### src/rtl/dequantizer_if.sv
// Stream bundle for the dequantizer: int8 beats in, wide fixed-point beats out.
// The slave modport is the dequantizer itself; master is whoever drives it.
interface dequantizer_if #(
    parameter int IN_W  = 8,
    parameter int OUT_W = 32,
    parameter int CH_W  = 2
) ();
    logic             s_valid;
    logic             s_ready;
    logic [IN_W-1:0]  s_data;
    logic             s_last;
    logic             m_valid;
    logic             m_ready;
    logic [OUT_W-1:0] m_data;
    logic [CH_W-1:0]  m_ch;
    logic             m_last;

    modport slave (
        input  s_valid, s_data, s_last, m_ready,
        output s_ready, m_valid, m_data, m_ch, m_last
    );

    modport master (
        output s_valid, s_data, s_last, m_ready,
        input  s_ready, m_valid, m_data, m_ch, m_last
    );
endinterface

### src/rtl/dequantizer.sv
// Expands signed int8 activations to saturated fixed-point using a
// run-time per-channel multiplier/shift table; two-stage valid/ready pipe.
module dequantizer #(
    parameter int IN_W       = 8,
    parameter int OUT_W      = 32,
    parameter int NUM_CH     = 4,
    parameter int MULT_W     = 16,
    parameter int SHIFT_W    = 5,
    parameter int ZERO_POINT = 0
) (
    input  logic                      clk,
    input  logic                      rst,
    input  logic                      cfg_we,
    input  logic [$clog2(NUM_CH)-1:0] cfg_ch,
    input  logic [MULT_W-1:0]         cfg_mult,
    input  logic [SHIFT_W-1:0]        cfg_shift,
    dequantizer_if.slave              io
);
    localparam int CH_W   = $clog2(NUM_CH);
    localparam int DIFF_W = IN_W + 2;
    localparam int PROD_W = IN_W + MULT_W + 3;
    localparam int SH_MAX = 1 << SHIFT_W;
    localparam int RW0    = (PROD_W > SH_MAX) ? PROD_W : SH_MAX;
    // Wide enough for the rounding bias at the largest shift and the clamp bounds
    localparam int RW     = ((RW0 > OUT_W) ? RW0 : OUT_W) + 2;
    localparam logic signed [RW-1:0] SAT_HI =
        (RW'(1) <<< (OUT_W - 1)) - RW'(1);
    localparam logic signed [RW-1:0] SAT_LO =
        -(RW'(1) <<< (OUT_W - 1));

    logic [MULT_W-1:0]  mult_q  [NUM_CH];
    logic [SHIFT_W-1:0] shift_q [NUM_CH];
    logic [CH_W-1:0]    ch_q, ch_d;

    logic                     v1_q;
    logic signed [PROD_W-1:0] prod1_q;
    logic [CH_W-1:0]          ch1_q;
    logic [SHIFT_W-1:0]       sh1_q;
    logic                     last1_q;

    logic             m_valid_q;
    logic [OUT_W-1:0] m_data_q;
    logic [CH_W-1:0]  m_ch_q;
    logic             m_last_q;

    logic                     en, acc;
    logic signed [DIFF_W-1:0] diff;
    logic signed [PROD_W-1:0] prod_d;
    logic signed [RW-1:0]     bias, r;
    logic [OUT_W-1:0]         sat_d;

    always_comb begin
        en   = !m_valid_q || io.m_ready;
        acc  = io.s_valid && en;
        ch_d = ch_q;
        if (acc) begin
            if (io.s_last || ch_q == CH_W'(NUM_CH - 1)) ch_d = '0;
            else ch_d = ch_q + CH_W'(1);
        end
        diff   = DIFF_W'($signed(io.s_data)) - DIFF_W'(ZERO_POINT);
        prod_d = PROD_W'(diff) * PROD_W'($signed({1'b0, mult_q[ch_q]}));
        bias   = '0;
        if (sh1_q != '0) bias = RW'(1) <<< (sh1_q - SHIFT_W'(1));
        r     = (RW'(prod1_q) + bias) >>> sh1_q;
        sat_d = OUT_W'(r);
        if (r > SAT_HI) sat_d = SAT_HI[OUT_W-1:0];
        if (r < SAT_LO) sat_d = SAT_LO[OUT_W-1:0];
    end

    always_ff @(posedge clk) begin
        if (rst) begin
            for (int i = 0; i < NUM_CH; i++) begin
                mult_q[i]  <= MULT_W'(1);
                shift_q[i] <= '0;
            end
            ch_q      <= '0;
            v1_q      <= 1'b0;
            prod1_q   <= '0;
            ch1_q     <= '0;
            sh1_q     <= '0;
            last1_q   <= 1'b0;
            m_valid_q <= 1'b0;
            m_data_q  <= '0;
            m_ch_q    <= '0;
            m_last_q  <= 1'b0;
        end else begin
            ch_q <= ch_d;
            if (cfg_we && int'(cfg_ch) < NUM_CH) begin
                mult_q[cfg_ch]  <= cfg_mult;
                shift_q[cfg_ch] <= cfg_shift;
            end
            if (en) begin
                v1_q <= acc;
                if (acc) begin
                    prod1_q <= prod_d;
                    ch1_q   <= ch_q;
                    sh1_q   <= shift_q[ch_q];
                    last1_q <= io.s_last;
                end
                m_valid_q <= v1_q;
                if (v1_q) begin
                    m_data_q <= sat_d;
                    m_ch_q   <= ch1_q;
                    m_last_q <= last1_q;
                end
            end
        end
    end

    assign io.s_ready = en;
    assign io.m_valid = m_valid_q;
    assign io.m_data  = m_data_q;
    assign io.m_ch    = m_ch_q;
    assign io.m_last  = m_last_q;
endmodule

### src/flat_wrapper.sv
// flat-port wrapper written by rule: the top's interface ports become plain ports
module dequantizer_flat 
#(
    parameter int IN_W       = 8,
    parameter int OUT_W      = 32,
    parameter int NUM_CH     = 4,
    parameter int MULT_W     = 16,
    parameter int SHIFT_W    = 5,
    parameter int ZERO_POINT = 0
)
  (clk, rst, cfg_we, cfg_ch, cfg_mult, cfg_shift, io_s_valid, io_s_data, io_s_last, io_m_ready, io_s_ready, io_m_valid, io_m_data, io_m_ch, io_m_last);
  dequantizer_if #(.IN_W(IN_W), .OUT_W(OUT_W), .CH_W(2)) io_i ();
  input  logic clk;
  input  logic rst;
  input  logic cfg_we;
  input  logic [$clog2(NUM_CH)-1:0] cfg_ch;
  input  logic [MULT_W-1:0] cfg_mult;
  input  logic [SHIFT_W-1:0] cfg_shift;
  input wire logic [$bits(io_i.s_valid)-1:0] io_s_valid;
  input wire logic [$bits(io_i.s_data)-1:0] io_s_data;
  input wire logic [$bits(io_i.s_last)-1:0] io_s_last;
  input wire logic [$bits(io_i.m_ready)-1:0] io_m_ready;
  output wire logic [$bits(io_i.s_ready)-1:0] io_s_ready;
  output wire logic [$bits(io_i.m_valid)-1:0] io_m_valid;
  output wire logic [$bits(io_i.m_data)-1:0] io_m_data;
  output wire logic [$bits(io_i.m_ch)-1:0] io_m_ch;
  output wire logic [$bits(io_i.m_last)-1:0] io_m_last;
  assign io_i.s_valid = io_s_valid;
  assign io_i.s_data = io_s_data;
  assign io_i.s_last = io_s_last;
  assign io_i.m_ready = io_m_ready;
  assign io_s_ready = io_i.s_ready;
  assign io_m_valid = io_i.m_valid;
  assign io_m_data = io_i.m_data;
  assign io_m_ch = io_i.m_ch;
  assign io_m_last = io_i.m_last;
  dequantizer #(.IN_W(IN_W), .OUT_W(OUT_W), .NUM_CH(NUM_CH), .MULT_W(MULT_W), .SHIFT_W(SHIFT_W), .ZERO_POINT(ZERO_POINT)) u_core (.clk(clk), .rst(rst), .cfg_we(cfg_we), .cfg_ch(cfg_ch), .cfg_mult(cfg_mult), .cfg_shift(cfg_shift), .io(io_i));
endmodule
### config.mk
export PLATFORM = sky130hd
export DESIGN_NAME = dequantizer_flat
export DESIGN_NICKNAME = d
export VERILOG_FILES = /design/src/rtl/dequantizer_if.sv /design/src/rtl/dequantizer.sv /design/src/flat_wrapper.sv
export SDC_FILE = /design/constraint.sdc
export NUM_CORES = 1
export LEC_CHECK = 0
export BUFFER_PORTS_ARGS = -buffer_cell sky130_fd_sc_hd__buf_2
export CAP_MARGIN = 25
export CELL_PAD_IN_SITES_DETAIL_PLACEMENT = 0
export CELL_PAD_IN_SITES_GLOBAL_PLACEMENT = 1
export CORE_MARGIN = 2
export CORE_UTILIZATION = 44
export CTS_CLUSTER_SIZE = 28
export DETAILED_ROUTE_END_ITERATION = 8
export GPL_TIMING_DRIVEN = 0
export PLACE_DENSITY = 0.86
export REMOVE_ABC_BUFFERS = 1
export SKIP_LAST_GASP = 1
export SLEW_MARGIN = 0
export SYNTH_ARGS = -nofsm -noshare
export SYNTH_HDL_FRONTEND = slang
export SYNTH_SLANG_ARGS = --single-unit
### constraint.sdc
create_clock -name clk -period 6 [get_ports clk]
set_input_delay 0.3 -clock clk [delete_from_list [all_inputs] [get_ports clk]]
set_output_delay 0.3 -clock clk [all_outputs]
set_load 0.005 [all_outputs]
==> flow_metrics.py, run 1 <==
metrics = {
    "yosys": {
        "synth_most_common_cell": "nand2_1",
        "synth_top_area_frac": 0.172,
        "synthFlopType": "edfxtp_1",
        "ys_seq_area_frac": 0.273,
        "syn_inst": 1623,
        "async_reset_ff_frac": 0,
        "synth_largest_area_cell": "edfxtp_1",
        "synthesis.area_um2": 14600,
        "ys_top_cells_by_area": "edfxtp_1 17%, fa_1 12%, dfxtp_1 10%",
        "synth.distinct_cells": 83,
        "ys_seq_elements": 158,
        "syn_area_per_cell_um2": 9.02,
        "synth_edf_count": 84,
        "netlist_top_cells_count": "203 x nand2_1, 160 x and2_1, 118 x inv_1, 104 x a21oi_1, 101 x nor2_1",
        "yosysWarnings": 0,
    },
    "grt": {
        "grt_max_degree": 34,
        "grt.total_usage": 0.226,
        "grt_pass1_wl_um": 63900,
        "grt_antenna_before_repair": 0,
        "grt-ovfl-total": 0,
        "grt_pass1_vias": 12492,
    },
    "drt": {
        "viasPerCell": 5.81,
        "drtIter0Drc": 1020,
        "ant_nets": 0,
        "drt_pass1_iterations": 6,
        "wl_um": 39300,
        "vias": 12303,
        "post-route-drc-count": 0,
        "routedWlPerCell_um": 18.6,
    },
    "power": {
        "ir_drop_mv": 0.230,
        "p_per_area_nw_per_um2": 356,
        "p_total_mw": 5.87,
        "leakage_nw": 7.23,
    },
    "critical_path": {
        "critPathSlowestCell": "mux4_2",
        "rr_endpoint": "u_core.prod1_q[24]$_SDFFE_PP0P_",
        "critPathBufInv": 3,
        "path_delay_family": "adder cells",
        "worstSetupStartpointType": "register",
        "end_kind": "register",
        "crit_end": "u_core.prod1_q[24]$_SDFFE_PP0P_",
        "worst-path-stages": 20,
        "r2r_cells": 20,
        "ff2ff_setup_slack_ns": 0.14,
        "cp_cell_sequence": "buf_12 -> mux4_2 -> buf_4 -> nand2b_4 -> fa_1 -> inv_1 -> fa_1 -> fa_1 -> fa_1 -> ha_4 -> or2_2 -> a21o_1 -> o211ai_1 -> a31oi_2 -> a31oi_2 -> o21ai_2 -> a211o_1 -> a31oi_2 -> o21ai_0 -> a21oi_1",
        "crit_type": "reg2reg",
        "slowest_delay_ns": 0.61,
        "crit_top_cell": "fa_1",
        "required_ns": 6.36,
        "cp.arrival_ns": 6.22,
        "worstPathMaxFanout": 8,
    },
    "final_layout": {
        "antenna_cells": 0,
        "drive_gt1_frac": 0.143,
        "area_delta_synth_final_pct": 12.5,
        "nets": 1878,
    },
    "clock_tree": {
        "clk_latency_ns": 0.44,
        "clk_path_buf_depth": 2,
        "cts_tree": "yes",
        "cts_sinks": 158,
        "cts_root_buf": "clkbuf_16",
        "cts_inserted_buffers": 17,
        "h-tree-depth": 4,
        "clk_pin_slew_ns": 0.08,
    },
    "worst_hold_path": {
        "hp-class": "in2reg",
    },
    "timing": {
        "relSlewSlack": 0.296,
        "hold_viol_final": 0,
        "clock.fmax_mhz": 171,
        "whs_ns": 0.157,
        "skew_ns": 0.0193,
        "finalMaxSlewViolations": 0,
        "finalCritPeriodShare": 0.977,
        "worst_pin_slew_ns": 1.05,
        "period_minus_slack_ns": 5.86,
        "setup_viol": 0,
    },
    "placement": {
        "place_congestion": 0.919,
        "numPortBuffers": 73,
        "dp_hpwl_um": 29100,
    },
    "floorplanning": {
        "num_rows": 66,
        "ios": 74,
        "dieHeight_um": 186,
        "die_w_um": 186,
        "start_util": 0.449,
        "core_area_um2": 32600,
        "dieArea_um2": 34700,
    },
    "status": {
        "status": "complete, no violations",
    },
    "flow_run": {
        "max-cap-violations": 0,
    },
}
[cells in the final DEF, fill, tap and decap left out, drive strengths merged, types with 55 or more instances in the layout]
master,n
inv,127
and2,160
dfxtp,74
nand2,203
ha,93
fa,86
o21ai,55
edfxtp,84
nor2,101
buf,109
a21oi,108
[how the worst min path moves through the flow]
stage / start / end / slack, ns / cells after the start
2_1_floorplan: rst / u_core.ch1_q[0]$_SDFFE_PP0P_ / 0.37 / 1
3_3_place_gp: u_core.io.m_data[28]$_SDFFE_PP0P_ / u_core.io.m_data[28]$_SDFFE_PP0P_ / 0.44 / 2
3_5_place_dp: u_core.prod1_q[7]$_SDFFE_PP0P_ / u_core.prod1_q[7]$_SDFFE_PP0P_ / 0.45 / 2
4_1_cts: cfg_mult[8] / u_core.mult_q[2][8]$_SDFFCE_PN0P_ / 0.15 / 2
5_1_grt: cfg_mult[8] / u_core.mult_q[0][8]$_SDFFCE_PN0P_ / 0.15 / 2
6_report: cfg_mult[8] / u_core.mult_q[2][8]$_SDFFCE_PN0P_ / 0.16 / 2
[sequential cells by signal, summed over array words and instances (netlist names), 2 cells and up, named ones only]
| name | count |
|---|---|
| u_core.shift_q | 20 |
| u_core.ch1_q | 2 |
| u_core.ch_q | 2 |
| u_core.prod1_q | 25 |
| u_core.io.m_ch | 2 |
| u_core.mult_q | 64 |
| u_core.sh1_q | 5 |
| u_core.io.m_data | 32 |
[stage by stage]
stage	TNS, ns	cells	worst slack, ns	area [um2]	util
2_1_floorplan	-0.389	1534	-0.269	14300	-
3_3_place_gp	-74.79	2049	-2.27	15200	0.466
3_5_place_dp	-46.98	2065	-1.58	15500	0.476
4_1_cts	0	2107	0.0135	16300	0.499
5_1_grt	-0.0373	2117	-0.0254	16500	0.505
6_report	0	2117	0.137	16500	0.505
[cells by family (layout without fill, tap and decap cells)]
kind of cell | after synthesis | count (layout) | synth area share
AOI/OAI and AO/OA | 357 | 357 | 0.169
xor gates and xnor gates | 48 | 48 | 0.0300
adders and majority gates | 179 | 179 | 0.197
buffers and inverters | 210 | 262 | 0.0556
DFF | 158 | 158 | 0.273
muxes | 74 | 74 | 0.0746
other | 2 | 2 | 0.000513
and+or+nand+nor | 595 | 595 | 0.200
[layout make-up]
type | count | area [um2]
clock inverters | 11 | 120
well taps | 442 | 553
repair buffers | 109 | 856
clock buffers | 21 | 472
fillers | 2991 | 16200
flip-flops and latches | 158 | 4020
multi-input cells | 1255 | 9990
inverters | 121 | 459
[repair_timing]
item	4_1_cts	5_1_grt
resized for setup	21	21
hold buffers	0	0
setup buffers	10	9
endpoints found under the setup margin	42	37
pin swaps	3	11
[layer usage]
layer  share of wire  track usage  up-vias
met5               0            0        -
met3           0.058       0.0372       72
met2            0.49        0.388      410
met1            0.43        0.294     6052
li1                -            -     5769
met4           0.019       0.0634        0
[worst reg2reg max path: stages (launching register included)]
cell and delay (ns):
dfxtp_4 0.39, buf_12 0.14, mux4_2 0.61, buf_4 0.19
nand2b_4 0.13, fa_1 0.53, inv_1 0.05, fa_1 0.55
fa_1 0.44, fa_1 0.59, ha_4 0.23, or2_2 0.31
a21o_1 0.19, o211ai_1 0.13, a31oi_2 0.19, a31oi_2 0.25
o21ai_2 0.10, a211o_1 0.30, a31oi_2 0.20, o21ai_0 0.12
a21oi_1 0.14
[power by group]
part / leakage [nW] / switching, mW / internal [mW]
logic: 5.50 / 1.89 / 1.52
clock network: 0.293 / 0.501 / 0.622
registers: 1.43 / 0.0796 / 1.26
No activity file was read; power rests on OpenSTA's default activity.
==> run 2, diff against run 1 <==
--- a/config.mk
+++ b/config.mk
@@ -9,6 +9,7 @@
 export CAP_MARGIN = 25
 export CELL_PAD_IN_SITES_DETAIL_PLACEMENT = 0
 export CELL_PAD_IN_SITES_GLOBAL_PLACEMENT = 1
+export CORE_ASPECT_RATIO = 0.7
 export CORE_MARGIN = 2
 export CORE_UTILIZATION = 44
 export CTS_CLUSTER_SIZE = 28
==> flow_metrics.py, run 2 (synthesis gave the netlist of run 1 again) <==
metrics = {
    "status": {
        "status": "complete, no violations",
    },
    "timing": {
        "rsz0062_at_grt": "true",
        "worst_pin_slew_ns": 1.02,
        "finalMaxSlewViolations": 0,
        "fin_ws_ns": 0.163,
        "skew_ns": 0.0131,
        "period_minus_slack_ns": 5.84,
        "setup_viol": 0,
        "finalCritPeriodShare": 0.973,
        "hold_viol_final": 0,
        "clock.fmax_mhz": 171,
        "relSlewSlack": 0.319,
    },
    "floorplanning": {
        "ios": 74,
        "dieHeight_um": 157,
        "num_rows": 55,
        "die_w_um": 222,
        "core_area_um2": 32600,
        "dieArea_um2": 34800,
        "start_util": 0.450,
    },
    "final_layout": {
        "instances_no_fill": 2109,
        "largest_reg_flops": 64,
        "stdcell_area_um2": 16500,
        "area_delta_synth_final_pct": 12.7,
        "nets": 1885,
        "final_cell_mix": "200 x nand2_1, 157 x and2_1, 118 x inv_1",
        "finish.utilization": 0.507,
        "top_register": "u_core.mult_q",
        "drive_gt1_frac": 0.152,
        "num-fill-cells": 3019,
        "final_common_cell": "nand2_1",
        "antenna_cells": 0,
    },
    "drt": {
        "highest_layer": "met4",
        "dr_wl_met3_um": 3530,
        "post-route-drc-count": 0,
        "viasPerCell": 5.91,
        "wl_um": 41100,
        "ant_nets": 0,
        "vias": 12465,
        "routed-wl-met2_um": 17600,
        "drtIter0Drc": 1154,
        "wl_met1_um": 19500,
        "routedWlPerCell_um": 19.5,
        "drt_pass1_iterations": 6,
    },
    "critical_path": {
        "cp_cell_sequence": "buf_12 -> mux4_2 -> buf_4 -> and2_1 -> fa_1 -> fa_1 -> fa_1 -> fa_1 -> ha_4 -> or2_2 -> a21o_1 -> o211ai_1 -> a31oi_2 -> a31oi_2 -> o21ai_2 -> a211o_1 -> a31oi_4 -> buf_4 -> a21oi_1",
        "path_delay_family": "adder cells",
        "critPathBufInv": 3,
        "cp.arrival_ns": 6.15,
        "end_kind": "register",
        "critPathSlowestCell": "mux4_2",
        "worstSetupStartpointType": "register",
        "crit_type": "reg2reg",
        "crit_top_cell": "fa_1",
        "worstPathMaxFanout": 8,
        "required_ns": 6.32,
        "slowest_delay_ns": 0.61,
    },
    "power": {
        "p_total_mw": 5.73,
        "leakage_nw": 7.25,
        "ir_drop_mv": 0.246,
        "p_per_area_nw_per_um2": 347,
    },
    "clock_tree": {
        "clk_path_buf_depth": 2,
        "cts_tree": "yes",
        "clk_latency_ns": 0.44,
        "hold_buffers": 0,
        "cts_inserted_buffers": 17,
        "h-tree-depth": 4,
        "cts_root_buf": "clkbuf_16",
        "clk_pin_slew_ns": 0.07,
        "cts_sinks": 158,
    },
    "grt": {
        "grt_max_degree": 55,
        "grt_pass1_wl_um": 66200,
        "grt_antenna_before_repair": 0,
        "grt_pass1_vias": 12039,
        "grt-ovfl-total": 0,
        "grt.total_usage": 0.241,
    },
    "placement": {
        "dp_hpwl_um": 30800,
        "place_area_um2": 15500,
        "place_congestion": 0.935,
        "place_inst": 2052,
        "dpl_worst_slack_ns": -1.15,
        "numPortBuffers": 73,
    },
    "worst_hold_path": {
        "hp-class": "in2reg",
    },
    "flow_run": {
        "max-cap-violations": 0,
    },
}
-- run 2: area by class of cell --
| class | count | area, um2 | area share |
|---|---|---|---|
| Clock inverter | 15 | 154 | 0.00933 |
| Inverter | 121 | 459 | 0.0278 |
| Clock buffer | 17 | 425 | 0.0258 |
| Timing Repair Buffer | 116 | 880 | 0.0533 |
| Tap cell | 427 | 534 | 0.0324 |
| Multi-Input combinational cell | 1255 | 10000 | 0.608 |
| Sequential cell | 158 | 4010 | 0.243 |
-- run 2: repair_timing --
| action | 4_1_cts | 5_1_grt |
|---|---|---|
| pin swaps | 3 | 23 |
| endpoints found under the hold margin | 0 | 0 |
| setup endpoints to repair | 40 | 35 |
| buffers inserted | 7 | 18 |
| gates cloned | 0 | 0 |
| resized for setup | 25 | 24 |
-- run 2: path summary, 6_finish.rpt --
check | to | from | slack (ns) | cells past startpoint
worst max register to register | u_core.prod1_q[24]$_SDFFE_PP0P_ | register | 0.16 | 19
worst min-delay path | u_core.last1_q$_SDFFE_PP0P_ | io_s_last | 0.16 | 3
worst max-delay path | u_core.prod1_q[24]$_SDFFE_PP0P_ | register | 0.16 | 19
worst min register to register | u_core.io.m_ch[0]$_SDFFE_PP0P_ | u_core.io.m_ch[0]$_SDFFE_PP0P_ | 0.46 | 2
-- run 2: per-layer routing --
metal,vias up,track usage
met5,-,0
met1,6114,0.365
met2,507,0.361
met4,0,0.0454
met3,47,0.0398
li1,5797,-
-- run 2: report_power, final --
part	internal [mW]	switching (mW)	leakage [nW]	total [mW]
clock	0.558	0.536	0.285	1.09
combinational	1.47	1.83	5.53	3.30
sequential	1.26	0.0826	1.43	1.34
-- run 2: per-stage QoR --
stage | TNS (ns) | hold WS (ns)
after floorplan | -0.389 | 0.369
after global placement | -71.27 | 0.445
after detailed placement | -31.70 | 0.452
after CTS | 0 | 0.155
after global routing | -0.0744 | 0.166
final | 0 | 0.162
-- run 2: tightest hold or removal path: stages --
cell and delay, ns:
buf_2 0.13, nand2_1 0.06, a21oi_1 0.05
==> run 3, diff against run 2 <==
--- a/config.mk
+++ b/config.mk
@@ -10,11 +10,11 @@
 export CELL_PAD_IN_SITES_DETAIL_PLACEMENT = 0
 export CELL_PAD_IN_SITES_GLOBAL_PLACEMENT = 1
 export CORE_ASPECT_RATIO = 0.7
-export CORE_MARGIN = 2
 export CORE_UTILIZATION = 44
 export CTS_CLUSTER_SIZE = 28
 export DETAILED_ROUTE_END_ITERATION = 8
 export GPL_TIMING_DRIVEN = 0
+export MAX_ROUTING_LAYER = met4
 export PLACE_DENSITY = 0.86
 export REMOVE_ABC_BUFFERS = 1
 export SKIP_LAST_GASP = 1
==> flow_metrics.py, run 3 (synthesis gave the netlist of run 1 again) <==
metrics = {
    "floorplanning": {
        "die_w_um": 220,
        "start_util": 0.450,
        "ios": 74,
        "dieArea_um2": 34000,
        "dieHeight_um": 155,
        "num_rows": 55,
        "core_area_um2": 32600,
    },
    "grt": {
        "use_met2": 0.361,
        "grt_pass1_vias": 11989,
        "grt.total_usage": 0.252,
        "grt_pass1_wl_um": 65300,
        "grt.busiest_layer": "met1",
        "grtUsageMet1": 0.371,
        "grt-ovfl-total": 0,
        "grt_antenna_before_repair": 1,
        "use_met3": 0.0439,
        "grt_max_degree": 54,
    },
    "worst_hold_path": {
        "hp-class": "in2reg",
    },
    "critical_path": {
        "path_delay_family": "adder cells",
        "worstSetupStartpointType": "register",
        "slowest_delay_ns": 0.63,
        "end_kind": "register",
        "crit_type": "reg2reg",
        "required_ns": 6.36,
        "cp.arrival_ns": 6.18,
        "cp_cell_sequence": "buf_16 -> mux4_2 -> buf_4 -> and2_1 -> fa_1 -> fa_1 -> fa_1 -> fa_2 -> ha_4 -> or2_2 -> a21o_1 -> o211ai_1 -> a31oi_2 -> a31oi_2 -> o21ai_2 -> a211o_1 -> a31oi_2 -> o21ai_1 -> a21oi_1",
        "critPathSlowestCell": "mux4_2",
        "worstPathMaxFanout": 8,
        "critPathBufInv": 2,
    },
    "clock_tree": {
        "cts_root_buf": "clkbuf_16",
        "h-tree-depth": 4,
        "cts_sinks": 158,
        "clk_pin_slew_ns": 0.07,
        "cts_inserted_buffers": 17,
        "clk_latency_ns": 0.44,
        "clk_path_buf_depth": 2,
        "hold_buffers": 0,
        "cts_tree": "yes",
    },
    "drt": {
        "vias": 12413,
        "drtIter0Drc": 1269,
        "ant_nets": 0,
        "viasPerCell": 5.89,
        "post-route-drc-count": 0,
        "drt_pass1_iterations": 5,
        "routedWlPerCell_um": 19.6,
        "wl_um": 41200,
    },
    "final_layout": {
        "nets": 1881,
        "final_cell_mix": "202 x nand2_1, 157 x and2_1, 118 x inv_1",
        "final_common_cell": "nand2_1",
        "largest_reg_flops": 64,
        "multi_input_area_um2": 10000,
        "regArea_um2": 4020,
        "drive_gt1_frac": 0.149,
        "top_register": "u_core.mult_q",
        "stdcell_area_um2": 16500,
        "area_delta_synth_final_pct": 12.5,
        "num-fill-cells": 3031,
    },
    "timing": {
        "clock.fmax_mhz": 172,
        "relSlewSlack": 0.376,
        "finalMaxSlewViolations": 0,
        "skew_ns": 0.0175,
        "finalCritPeriodShare": 0.969,
        "hold_viol_final": 0,
        "rsz0062_at_grt": "true",
        "period_minus_slack_ns": 5.82,
        "worst_pin_slew_ns": 0.935,
        "setup_viol": 0,
        "whs_ns": 0.153,
    },
    "power": {
        "p_per_area_nw_per_um2": 351,
        "p_total_mw": 5.78,
        "ir_drop_mv": 0.295,
        "leakage_nw": 7.23,
    },
    "placement": {
        "place_area_um2": 15500,
        "place_congestion": 0.956,
        "dp_hpwl_um": 30500,
        "numPortBuffers": 73,
    },
    "flow_run": {
        "max-cap-violations": 0,
    },
    "status": {
        "status": "complete, no violations",
    },
}
run 3: changes by cell type in the layout (fill, tap and decap cells not counted), sizes merged:
cell    change
buf         -4
clkinv      +4
diode       +1
inv         -4
run 3: repair_timing:
item / CTS / global route
setup buffers: 4 / 16
setup endpoints to repair: 40 / 35
resized for setup: 17 / 30
pin swaps: 2 / 23
run 3: layer usage:
metal	vias up	share of wire
met5	-	0
met4	0	0.014
met2	489	0.43
li1	5787	-
met1	6083	0.48
met3	54	0.077
run 3: final cells by class:
class                      instances  area share
antenna                            1    0.000152
clock buffer                      17      0.0258
clock inverter                    15      0.0105
inverter                         121      0.0277
multi-input combinational       1255       0.608
sequential                       158       0.244
tap                              427      0.0324
timing repair buffer             112      0.0518
run 3: power by group:
group,switching (mW),total [mW],internal [mW],leakage (nW)
Sequential,0.0846,1.34,1.26,1.43
Clock,0.558,1.12,0.562,0.286
Combinational,1.85,3.32,1.47,5.51
run 3: per-stage QoR:
stage          utilization  worst slack (ns)  TNS [ns]  instances
3_3_place_gp         0.466             -2.17    -68.67       2034
2_1_floorplan            -            -0.269    -0.389       1534
5_1_grt              0.506           -0.0896    -0.340       2106
6_report             0.506             0.184         0       2106
4_1_cts              0.498           0.00338         0       2089
3_5_place_dp         0.477             -1.14    -31.61       2053
run 3: final timing paths:
| kind | start | endpoint | slack [ns] | cells after the start |
|---|---|---|---|---|
| max | register | u_core.prod1_q[24]$_SDFFE_PP0P_ | 0.18 | 19 |
| min | io_s_last | u_core.last1_q$_SDFFE_PP0P_ | 0.15 | 3 |
| max reg2reg | register | u_core.prod1_q[24]$_SDFFE_PP0P_ | 0.18 | 19 |
| min reg2reg | u_core.ch1_q[0]$_SDFFE_PP0P_ | u_core.ch1_q[0]$_SDFFE_PP0P_ | 0.46 | 2 |
run 3: worst reg2reg max path, stage by stage, from the launching register on:
cell and delay [ns]:
dfxtp_4 0.39, buf_16 0.14, mux4_2 0.63, buf_4 0.19
and2_1 0.16, fa_1 0.57, fa_1 0.43, fa_1 0.49
fa_2 0.59, ha_4 0.22, or2_2 0.31, a21o_1 0.20
o211ai_1 0.16, a31oi_2 0.17, a31oi_2 0.29, o21ai_2 0.10
a211o_1 0.30, a31oi_2 0.23, o21ai_1 0.08, a21oi_1 0.10
